--- src/rtl/acoustics_pkg.sv ---
// Shared types and constants for the ADC sample packetizer.
// Frame layout: header, four channel-tagged 12-bit samples split hi/lo, XOR checksum.
package acoustics_pkg;

  typedef enum logic [1:0] {IDLE, LOAD, SEND, WAIT} state_e;

  localparam logic [7:0] CMD_START      = 8'h53;
  localparam logic [7:0] CMD_STOP       = 8'h50;
  localparam int         FRAME_BYTES    = 10;
  localparam logic [7:0] DEFAULT_HEADER = 8'hA5;

  typedef struct packed {
    logic [11:0] ch1;
    logic [11:0] ch2;
    logic [11:0] ch3;
    logic [11:0] ch4;
  } frame_t;

  // Byte idx of the serialised frame; any idx past the payload returns the checksum.
  function automatic logic [7:0] frame_byte(input frame_t f, input logic [3:0] idx,
                                            input logic [7:0] hdr);
    logic [7:0] b [FRAME_BYTES-1];
    logic [7:0] cks;
    b[0] = hdr;
    b[1] = {4'h1, f.ch1[11:8]};
    b[2] = f.ch1[7:0];
    b[3] = {4'h2, f.ch2[11:8]};
    b[4] = f.ch2[7:0];
    b[5] = {4'h3, f.ch3[11:8]};
    b[6] = f.ch3[7:0];
    b[7] = {4'h4, f.ch4[11:8]};
    b[8] = f.ch4[7:0];
    cks = 8'h00;
    for (int i = 0; i < FRAME_BYTES - 1; i++) begin
      cks = cks ^ b[i];
    end
    return (idx >= 4'(FRAME_BYTES - 1)) ? cks : b[idx];
  endfunction

endpackage

--- src/rtl/sync_fifo.sv ---
// Single-clock show-ahead FIFO; pop_data is valid combinationally while !empty.
// Push is refused when full unless a pop happens in the same cycle.
module sync_fifo #(
  parameter int WIDTH = 48,
  parameter int DEPTH = 8,
  localparam int PTR_W = $clog2(DEPTH),
  localparam int CNT_W = PTR_W + 1
) (
  input  logic             clk,
  input  logic             reset_b,
  input  logic             push,
  input  logic [WIDTH-1:0] push_data,
  input  logic             pop,
  output logic [WIDTH-1:0] pop_data,
  output logic             full,
  output logic             empty,
  output logic [CNT_W-1:0] count
);

  logic [WIDTH-1:0] mem [DEPTH];
  logic [PTR_W-1:0] wr_ptr_q, wr_ptr_d;
  logic [PTR_W-1:0] rd_ptr_q, rd_ptr_d;
  logic [CNT_W-1:0] count_q, count_d;
  logic             wr_en, rd_en;

  assign full     = (count_q == CNT_W'(DEPTH));
  assign empty    = (count_q == '0);
  assign count    = count_q;
  assign pop_data = mem[rd_ptr_q];

  assign rd_en = pop && !empty;
  assign wr_en = push && (!full || rd_en);

  always_comb begin
    wr_ptr_d = wr_ptr_q;
    rd_ptr_d = rd_ptr_q;
    count_d  = count_q;
    if (wr_en) wr_ptr_d = wr_ptr_q + PTR_W'(1);
    if (rd_en) rd_ptr_d = rd_ptr_q + PTR_W'(1);
    if (wr_en && !rd_en)      count_d = count_q + CNT_W'(1);
    else if (!wr_en && rd_en) count_d = count_q - CNT_W'(1);
  end

  always_ff @(posedge clk or negedge reset_b) begin
    if (!reset_b) begin
      wr_ptr_q <= '0;
      rd_ptr_q <= '0;
      count_q  <= '0;
    end else begin
      wr_ptr_q <= wr_ptr_d;
      rd_ptr_q <= rd_ptr_d;
      count_q  <= count_d;
    end
  end

  // Storage needs no reset: the pointers define what is valid.
  always_ff @(posedge clk) begin
    if (wr_en) mem[wr_ptr_q] <= push_data;
  end

endmodule

--- src/rtl/sample_packetizer.sv ---
// Buffers 4-channel ADC frames and serialises each as 10 UART bytes; first tx_send 3 cycles after capture.
// Waits for tx_ready low-then-high between bytes; drops samples (sticky overflow) when the FIFO is full.
module sample_packetizer
  import acoustics_pkg::*;
#(
  parameter int         FIFO_DEPTH = 8,
  parameter logic [7:0] HEADER     = DEFAULT_HEADER
) (
  input  logic        clk,
  input  logic        reset_b,
  input  logic        sample_valid,
  input  logic [11:0] ch1,
  input  logic [11:0] ch2,
  input  logic [11:0] ch3,
  input  logic [11:0] ch4,
  input  logic        rx_ready,
  input  logic [7:0]  rx_data,
  input  logic        tx_ready,
  output logic        tx_send,
  output logic [7:0]  tx_byte,
  output logic        data_logging,
  output logic        overflow,
  output logic [4:0]  fifo_level
);

  localparam int CNT_W = $clog2(FIFO_DEPTH) + 1;

  if (FIFO_DEPTH < 2 || FIFO_DEPTH > 16 || (FIFO_DEPTH & (FIFO_DEPTH - 1)) != 0) begin : g_bad_depth
    $error("FIFO_DEPTH must be a power of 2 between 2 and 16");
  end

  state_e      state_q, state_d;
  logic [3:0]  idx_q, idx_d;
  logic        seen_low_q, seen_low_d;
  frame_t      frame_q, frame_d;
  logic        tx_send_q, tx_send_d;
  logic [7:0]  tx_byte_q, tx_byte_d;
  logic        logging_q, logging_d;
  logic        overflow_q, overflow_d;

  logic             push_req, pop;
  logic [47:0]      pop_data;
  logic             fifo_full, fifo_empty;
  logic [CNT_W-1:0] fifo_count;

  assign push_req = sample_valid && logging_q;
  assign pop      = (state_q == LOAD);

  sync_fifo #(
    .WIDTH (48),
    .DEPTH (FIFO_DEPTH)
  ) u_fifo (
    .clk       (clk),
    .reset_b   (reset_b),
    .push      (push_req),
    .push_data ({ch1, ch2, ch3, ch4}),
    .pop       (pop),
    .pop_data  (pop_data),
    .full      (fifo_full),
    .empty     (fifo_empty),
    .count     (fifo_count)
  );

  always_comb begin
    state_d    = state_q;
    idx_d      = idx_q;
    seen_low_d = seen_low_q;
    frame_d    = frame_q;
    tx_send_d  = 1'b0;
    tx_byte_d  = tx_byte_q;
    logging_d  = logging_q;
    overflow_d = overflow_q;

    if (rx_ready) begin
      if (rx_data == CMD_START) begin
        logging_d  = 1'b1;
        overflow_d = 1'b0;
      end else if (rx_data == CMD_STOP) begin
        logging_d = 1'b0;
      end
    end
    // A drop in the same cycle as 'S' still leaves overflow set.
    if (push_req && fifo_full && !pop) overflow_d = 1'b1;

    case (state_q)
      IDLE: if (!fifo_empty) state_d = LOAD;
      LOAD: begin
        frame_d = frame_t'(pop_data);
        idx_d   = 4'd0;
        state_d = SEND;
      end
      SEND: if (tx_ready) begin
        tx_send_d  = 1'b1;
        tx_byte_d  = frame_byte(frame_q, idx_q, HEADER);
        seen_low_d = 1'b0;
        state_d    = WAIT;
      end
      WAIT: begin
        if (!tx_ready) begin
          seen_low_d = 1'b1;
        end else if (seen_low_q) begin
          if (idx_q == 4'(FRAME_BYTES - 1)) begin
            state_d = IDLE;
          end else begin
            idx_d   = idx_q + 4'd1;
            state_d = SEND;
          end
        end
      end
      default: state_d = IDLE;
    endcase
  end

  always_ff @(posedge clk or negedge reset_b) begin
    if (!reset_b) begin
      state_q    <= IDLE;
      idx_q      <= 4'd0;
      seen_low_q <= 1'b0;
      frame_q    <= '0;
      tx_send_q  <= 1'b0;
      tx_byte_q  <= 8'h00;
      logging_q  <= 1'b0;
      overflow_q <= 1'b0;
    end else begin
      state_q    <= state_d;
      idx_q      <= idx_d;
      seen_low_q <= seen_low_d;
      frame_q    <= frame_d;
      tx_send_q  <= tx_send_d;
      tx_byte_q  <= tx_byte_d;
      logging_q  <= logging_d;
      overflow_q <= overflow_d;
    end
  end

  assign tx_send      = tx_send_q;
  assign tx_byte      = tx_byte_q;
  assign data_logging = logging_q;
  assign overflow     = overflow_q;
  assign fifo_level   = 5'(fifo_count);

endmodule

--- config.mk ---
export PLATFORM = sky130hd
export DESIGN_NAME = sample_packetizer
export DESIGN_NICKNAME = d
export VERILOG_FILES = /design/src/rtl/acoustics_pkg.sv /design/src/rtl/sync_fifo.sv /design/src/rtl/sample_packetizer.sv
export SDC_FILE = /design/constraint.sdc
export NUM_CORES = 1
export LEC_CHECK = 0
export CORE_MARGIN = 3
export CORE_UTILIZATION = 42
export CTS_BUF_LIST = sky130_fd_sc_hd__clkbuf_16
export DETAILED_ROUTE_END_ITERATION = 8
export GPL_TIMING_DRIVEN = 0
export RECOVER_POWER = 50
export SLEW_MARGIN = 25
export SYNTH_ARGS = -nofsm -noshare
export SYNTH_HDL_FRONTEND = slang
export SYNTH_SLANG_ARGS = --single-unit
--- constraint.sdc ---
create_clock -name clk -period 7.9 [get_ports clk]
set_input_delay 2.37 -clock clk [delete_from_list [all_inputs] [get_ports clk]]
set_output_delay 2.37 -clock clk [all_outputs]
set_load 0.01 [all_outputs]
## Word-level counts from Yosys, hierarchy flattened

Memory sizes are Yosys's and may differ from the RTL's. A register that Yosys moved wholly into a read port is not among the register bits.
Cells that the tools add are included.

| storage, ports and cells | value |
|---|---|
| flip-flop bits (word level) | 28 |
| bits in writable memories | 384 |
| output and inout bits | 16 |
| logic and storage cells | 96 |
| memories kept | 1 |

Memory list:

| memory | depth | bits a word | rd ports | clocked after Yosys merged registers in | wr ports | line | RTL |
|---|---|---|---|---|---|---|---|
| u_fifo.mem | 8 | 48 | 1 | 1 | 1 | sync_fifo.sv:20 | `logic [WIDTH-1:0] mem [DEPTH];` |

| cells by class | value |
|---|---|
| $add $sub $neg | 5 |
| magnitude comparators | 2 |
| equal/unequal tests | 13 |
| multiplexer cells | 28 |
| bitwise operators | 9 |
| reductions and logical operators | 28 |

Operator list:

| cell | number |
|---|---|
| 8-bit binary-select mux with 4-bit select | 1 |
| 8-bit bitwise XOR | 4 |
| 8-bit 2-to-1 mux | 3 |
| 4-bit 2-to-1 mux | 5 |
| 8-bit by 7-bit == test with 1-bit output (second input constant) | 2 |
| 8-bit by 6-bit bitwise XOR with 8-bit output | 2 |
| 2-bit inequality test (second input constant) | 6 |
| 2-bit nonzero test | 6 |
| 1-bit 2-to-1 mux | 11 |
| 2-bit 2-to-1 mux | 5 |
| 4-bit by 1-bit adder with 4-bit output (second input constant) | 2 |
| 4-bit == test (second input constant) | 2 |
| 2-bit one-hot mux with 4 select lines | 1 |
| 4-bit one-hot mux with 2 select lines | 1 |
| 4-bit AND reduction | 2 |
| 8-bit by 7-bit bitwise XOR with 8-bit output | 1 |
| 1-bit logical AND | 7 |
| 3-bit by 1-bit adder with 3-bit output (second input constant) | 2 |
| 1-bit logical NOT | 6 |
| 2-bit AND reduction | 3 |
| 5-bit greater-or-equal comparator (second input constant) | 1 |
| 4-bit NOT with 5-bit output | 1 |
| 2-bit == test (second input constant) | 2 |
| 4-bit greater-or-equal comparator (second input constant) | 1 |
| 8 further kinds | 8 |

## Logic depth before layout (Yosys ltp)

| depth | value |
|---|---|
| depth after elaboration | 9 |
| mapped depth | 14 |
| mapped depth without buffers | 13 |

## Hierarchy

Synthesis repeated with hierarchy kept, for this count alone.

| second synthesis, totals | value |
|---|---|
| cells, all modules | 913 |
| area total of the unflattened synthesis | 18,522.8 µm² |

Modules (own cells, without submodules):

| module | times used | cells each | area each (µm²) | seq. area each (µm²) |
|---|---|---|---|---|
| sync_fifo | 1 | 618 | 15,079.5 | 11,781.3 |
| sample_packetizer | 1 | 295 | 3,443.3 | 1,651.6 |

## Worst setup path after synthesis

OpenSTA, ideal clock, no wires.

| timing | value |
|---|---|
| kind | input to register |
| start point | input port sample_valid |
| end point | memory u_fifo.mem[2][0] (enable) |
| arrival time | 7.536 ns |
| data required time | 7.310 ns |
| slack | -0.226 ns |
| stages on the path | 2 |
| path through | nand3_1 nor4b_1 |

| on the way | value |
|---|---|
| longest elaborated chain between the ends | 4 |

Ends and longest elaborated chain:

| element | line | RTL |
|---|---|---|
| start, declared | sample_packetizer.sv:11 | `input logic sample_valid,` |
| 1-bit logical AND | sample_packetizer.sv:46 | `assign push_req = sample_valid && logging_q;` |
| 1-bit logical AND | sync_fifo.sv:32 | `assign wr_en = push && (!full \|\| rd_en);` |
| 1-bit 2-to-1 mux | sync_fifo.sv:58 | `if (wr_en) mem[wr_ptr_q] <= push_data;` |
| 1-bit 2-to-1 mux (not written as such) | sync_fifo.sv:58 |  |
| end, declared | sync_fifo.sv:20 |  |

No other way between the ends.

==> metrics.md <==
| Metric | Value |
|---|---|
| Die Area | 0.0459 sq mm |
| Worst vdd ir | 0.164 mV |
| Global placement routability congestion | 0.834 |
| Final Cycle Share | 0.668 |
| Top-area cell type share of the netlist area | 0.633 |
| Multi-input gate area | 0.00451 sq mm |
| Post-synth EDFFs | 384 |
| Final nets | 1219 |
| P_sw | 0.00194 W |
| Total gr overflow | 0 |
| Antenna cell count | 0 |
| # hold bufs at CTS | 0 |
| Final ANT Viol Nets | 0 |
| Largest net degree at the start of global routing | 40 |
| Setup_tns | 0 ns |
| Logic pwr share | 0.250 |
| FP Rows | 75 |
| Number of fill cells | 3553 |
| Post-layout min period | 5.27 ns |
| Maximum fanout along the worst path | 39 |
| Initial antenna violation count | 0 |
| CTS Buf Count | 47 |
| Skew-Pair Late Insertion Delay | 0.56 ns |
| FF/Latch Area | 0.0134 sq mm |
| Slowest cell delay on critical path | 1.60 ns |
| Critical Path Start | reset_b |
| Post-synth cell types | 43 |
| Clock Pin Slew Worst Setup and Hold Paths | 0.06 ns |
| Slew headroom | -0.427 |
| Worst path depth | 2 |
| Crit-path most repeated cell | clkbuf_1 |
| First-pass GRT wire length | 61.5 mm |
| Via density per instance | 5.30 |
| Max Cap Viol | 2 |
| Final clock skew | 0.00955 ns |
| WL/cell | 22.5 um |
| Starting density of the core | 0.430 |
| YS warnings | 0 |
| Post-synthesis cell type with the largest combined area | edfxtp_1 |
| Mapped Area | 0.0182 sq mm |
| CP Class | in -> async |
| Commonest non-fill, non-tap cell in the layout | edfxtp_1 |
| Syn Inst Count | 959 |
| Worst Path Required | 8.14 ns |
| Slew Limit Fails | 79 |
| Int Pwr | 0.00479 W |
| Top-level port count | 77 |
| Max Freq | 190 MHz |
| Post_cts resized | 0 |
| Clock buffer depth | 3 |
| Floorplan Core Area | 0.0424 sq mm |
| CP top delay family | buffers and inverters |
| Most used DFF post-synth | edfxtp_1 |
| Crit. End Element | async pin |
| Hold_ws | 0.503 ns |
| 1st-pass router iterations | 7 |
| Total Routed Length | 39.6 mm |
| Worst slew pin tran | 2.14 ns |
| CTS tree | built |
| Number of H-tree levels | 2 |
| FF-to-FF path depth | 6 |
| Synth top area cells | edfxtp_1 63%, mux4_2 12%, dfrtp_1 10%, mux2i_1 2.9%, xnor2_1 1.9% |
| Die X | 214 um |
| RSZ-0062 raised after global routing | false |
| Register area share after synthesis | 0.737 |
| Worst flop-to-flop path endpoint | frame_q[2] |
| Ys async rst share | 0.165 |
| Syn_area_per_cell | 19.0 sq um |
| Setup bufs post-CTS | 0 |
| Syn_nets | 1029 |
| Clock power share | 0.301 |
| Sw Ratio | 0.288 |
| Status | finished with violations |
| CP Capture Point | frame_q[16] |
| CP cell instances | clkbuf_1 > clkbuf_1 |
| Final Hold Fails | 0 |
| Vias in the first global route | 9792 |
| DRC | 0 |
| Layout cells sized above 1 | 0.224 |
| Min-Delay Path Class | reg -> reg |
| Detailed placement HPWL | 27.5 mm |
| Failing checks | max-capacitance violations, max-slew violations |
| Port Buffers | 75 |
| Total track usage | 0.176 |
| Pwr Density | 311 mW/mm^2 |
| Reg power frac | 0.449 |
| Vias | 9346 |
| Worst-path cell with the longest stage delay | clkbuf_1 |
| R2r setup slk | 4.71 ns |
| Sink Count | 460 |
| Leak pwr | 7.30 nW |
| Most frequent cells in the layout | 384 x edfxtp_1, 100 x mux4_2, 76 x dfrtp_1 |
| Die Ht | 214 um |
| RR Startpoint | u_fifo.rd_ptr_q[1] |
| Clock root buffer | clkbuf_16 |
| Violation count after the first detailed-route iteration | 791 |
| Layout area overhead | 18.7% |
| Arr. time, crit path | 5.52 ns |
| CP Launch Type | primary input |
| Seq cells post-synth | 460 |
| Final setup fails | 0 |
| Worst path buffer plus inverter count | 2 |
[sequential cells by signal, summed over array words and instances (netlist names)]
register,flops
u_fifo.count,4
overflow,1
u_fifo.wr_ptr_q,3
tx_send,1
u_fifo.rd_ptr_q,3
idx_q,4
data_logging,1
u_fifo.mem,384
tx_byte,8
frame_q,48
seen_low_q,1
state_q,2
[Yosys cell counts, drive strengths merged, types with 2 or more instances]
cell type,count
a21oi,62
a22oi,6
ha,8
a31oi,7
o21ai,15
nand2,21
nor2,68
mux2i,53
nor3,4
nand3,9
xnor2,39
nor3b,2
nor4b,2
o22a,2
inv,10
edfxtp,384
nor4,3
nor2b,2
xor2,11
buf,35
dfrtp,76
and3,2
nand2b,4
a211oi,3
clkbuf,17
mux2,3
mux4,100
[cell type report]
cell class,instances,area share
well taps,577,0.0334
flip-flops and latches,460,0.621
repair buffers,141,0.0575
multi-input cells,436,0.208
clock inverters,36,0.00827
clock buffers,49,0.0567
plain buffers,52,0.0134
inverters,11,0.00191
[how the worst min path moves through the flow]
| stage | startpoint | end | slack [ns] | cells after the start |
|---|---|---|---|---|
| 2_1_floorplan | overflow | overflow | 0.51 | 2 |
| 3_3_place_gp | overflow | overflow | 0.48 | 2 |
| 3_5_place_dp | overflow | overflow | 0.50 | 2 |
| 4_1_cts | overflow | overflow | 0.51 | 2 |
| 5_1_grt | u_fifo.count[3] | u_fifo.count[3] | 0.56 | 1 |
| 6_report | overflow | overflow | 0.50 | 2 |
[power by group through the flow]
stage,clock [W],sequential (W),combinational (W)
2_1_floorplan,0,0.00299,0.00124
3_3_place_gp,0,0.00307,0.00168
3_5_place_dp,0,0.00307,0.00171
4_1_cts,0.00209,0.00302,0.00171
5_1_grt,0.00218,0.00304,0.00185
6_report,0.00203,0.00302,0.00168
[metrics by stage]
stage | instance area, sq um | setup WS, ns | instances | utilization | total power, W
floorplan | 18200 | -0.226 | 959 | - | 0.00423
global placement | 19700 | -6.30 | 1611 | 0.465 | 0.00475
detailed placement | 20300 | 2.76 | 1677 | 0.478 | 0.00478
CTS | 21700 | 3.33 | 1762 | 0.511 | 0.00683
global route | 21600 | 1.84 | 1762 | 0.510 | 0.00708
finish | 21600 | 2.63 | 1762 | 0.510 | 0.00673
[per-layer routing]
metal / track usage / up-vias / share of wire
met4: 0.0406 / 0 / 0.018
met3: 0.0408 / 51 / 0.054
met2: 0.261 / 234 / 0.46
li1: - / 4170 / -
met5: 0 / - / 0
met1: 0.266 / 4891 / 0.47
[worst reg2reg max path: stages (launching register included)]
cell and delay [ns]:
dfrtp_1 0.34, clkbuf_1 0.48, clkbuf_1 0.69, clkbuf_1 0.67, mux4_2 0.41, mux2i_1 0.32, a21oi_1 0.13
[logic make-up (layout without fill, tap and decap cells)]
| logic type | Yosys count | after routing | synth area share |
|---|---|---|---|
| AO/OA/AOI/OAI | 101 | 101 | 0.0309 |
| XOR/XNOR | 50 | 50 | 0.0240 |
| adder cells (fa/ha/maj) | 9 | 9 | 0.00659 |
| buffers and inverters | 63 | 289 | 0.0185 |
| flip-flops | 460 | 460 | 0.737 |
| multiplexers | 156 | 156 | 0.154 |
| other | 1 | 1 | 0.000206 |
| AND/OR/NAND/NOR | 119 | 119 | 0.0284 |
(Power assumes the default switching activity.)
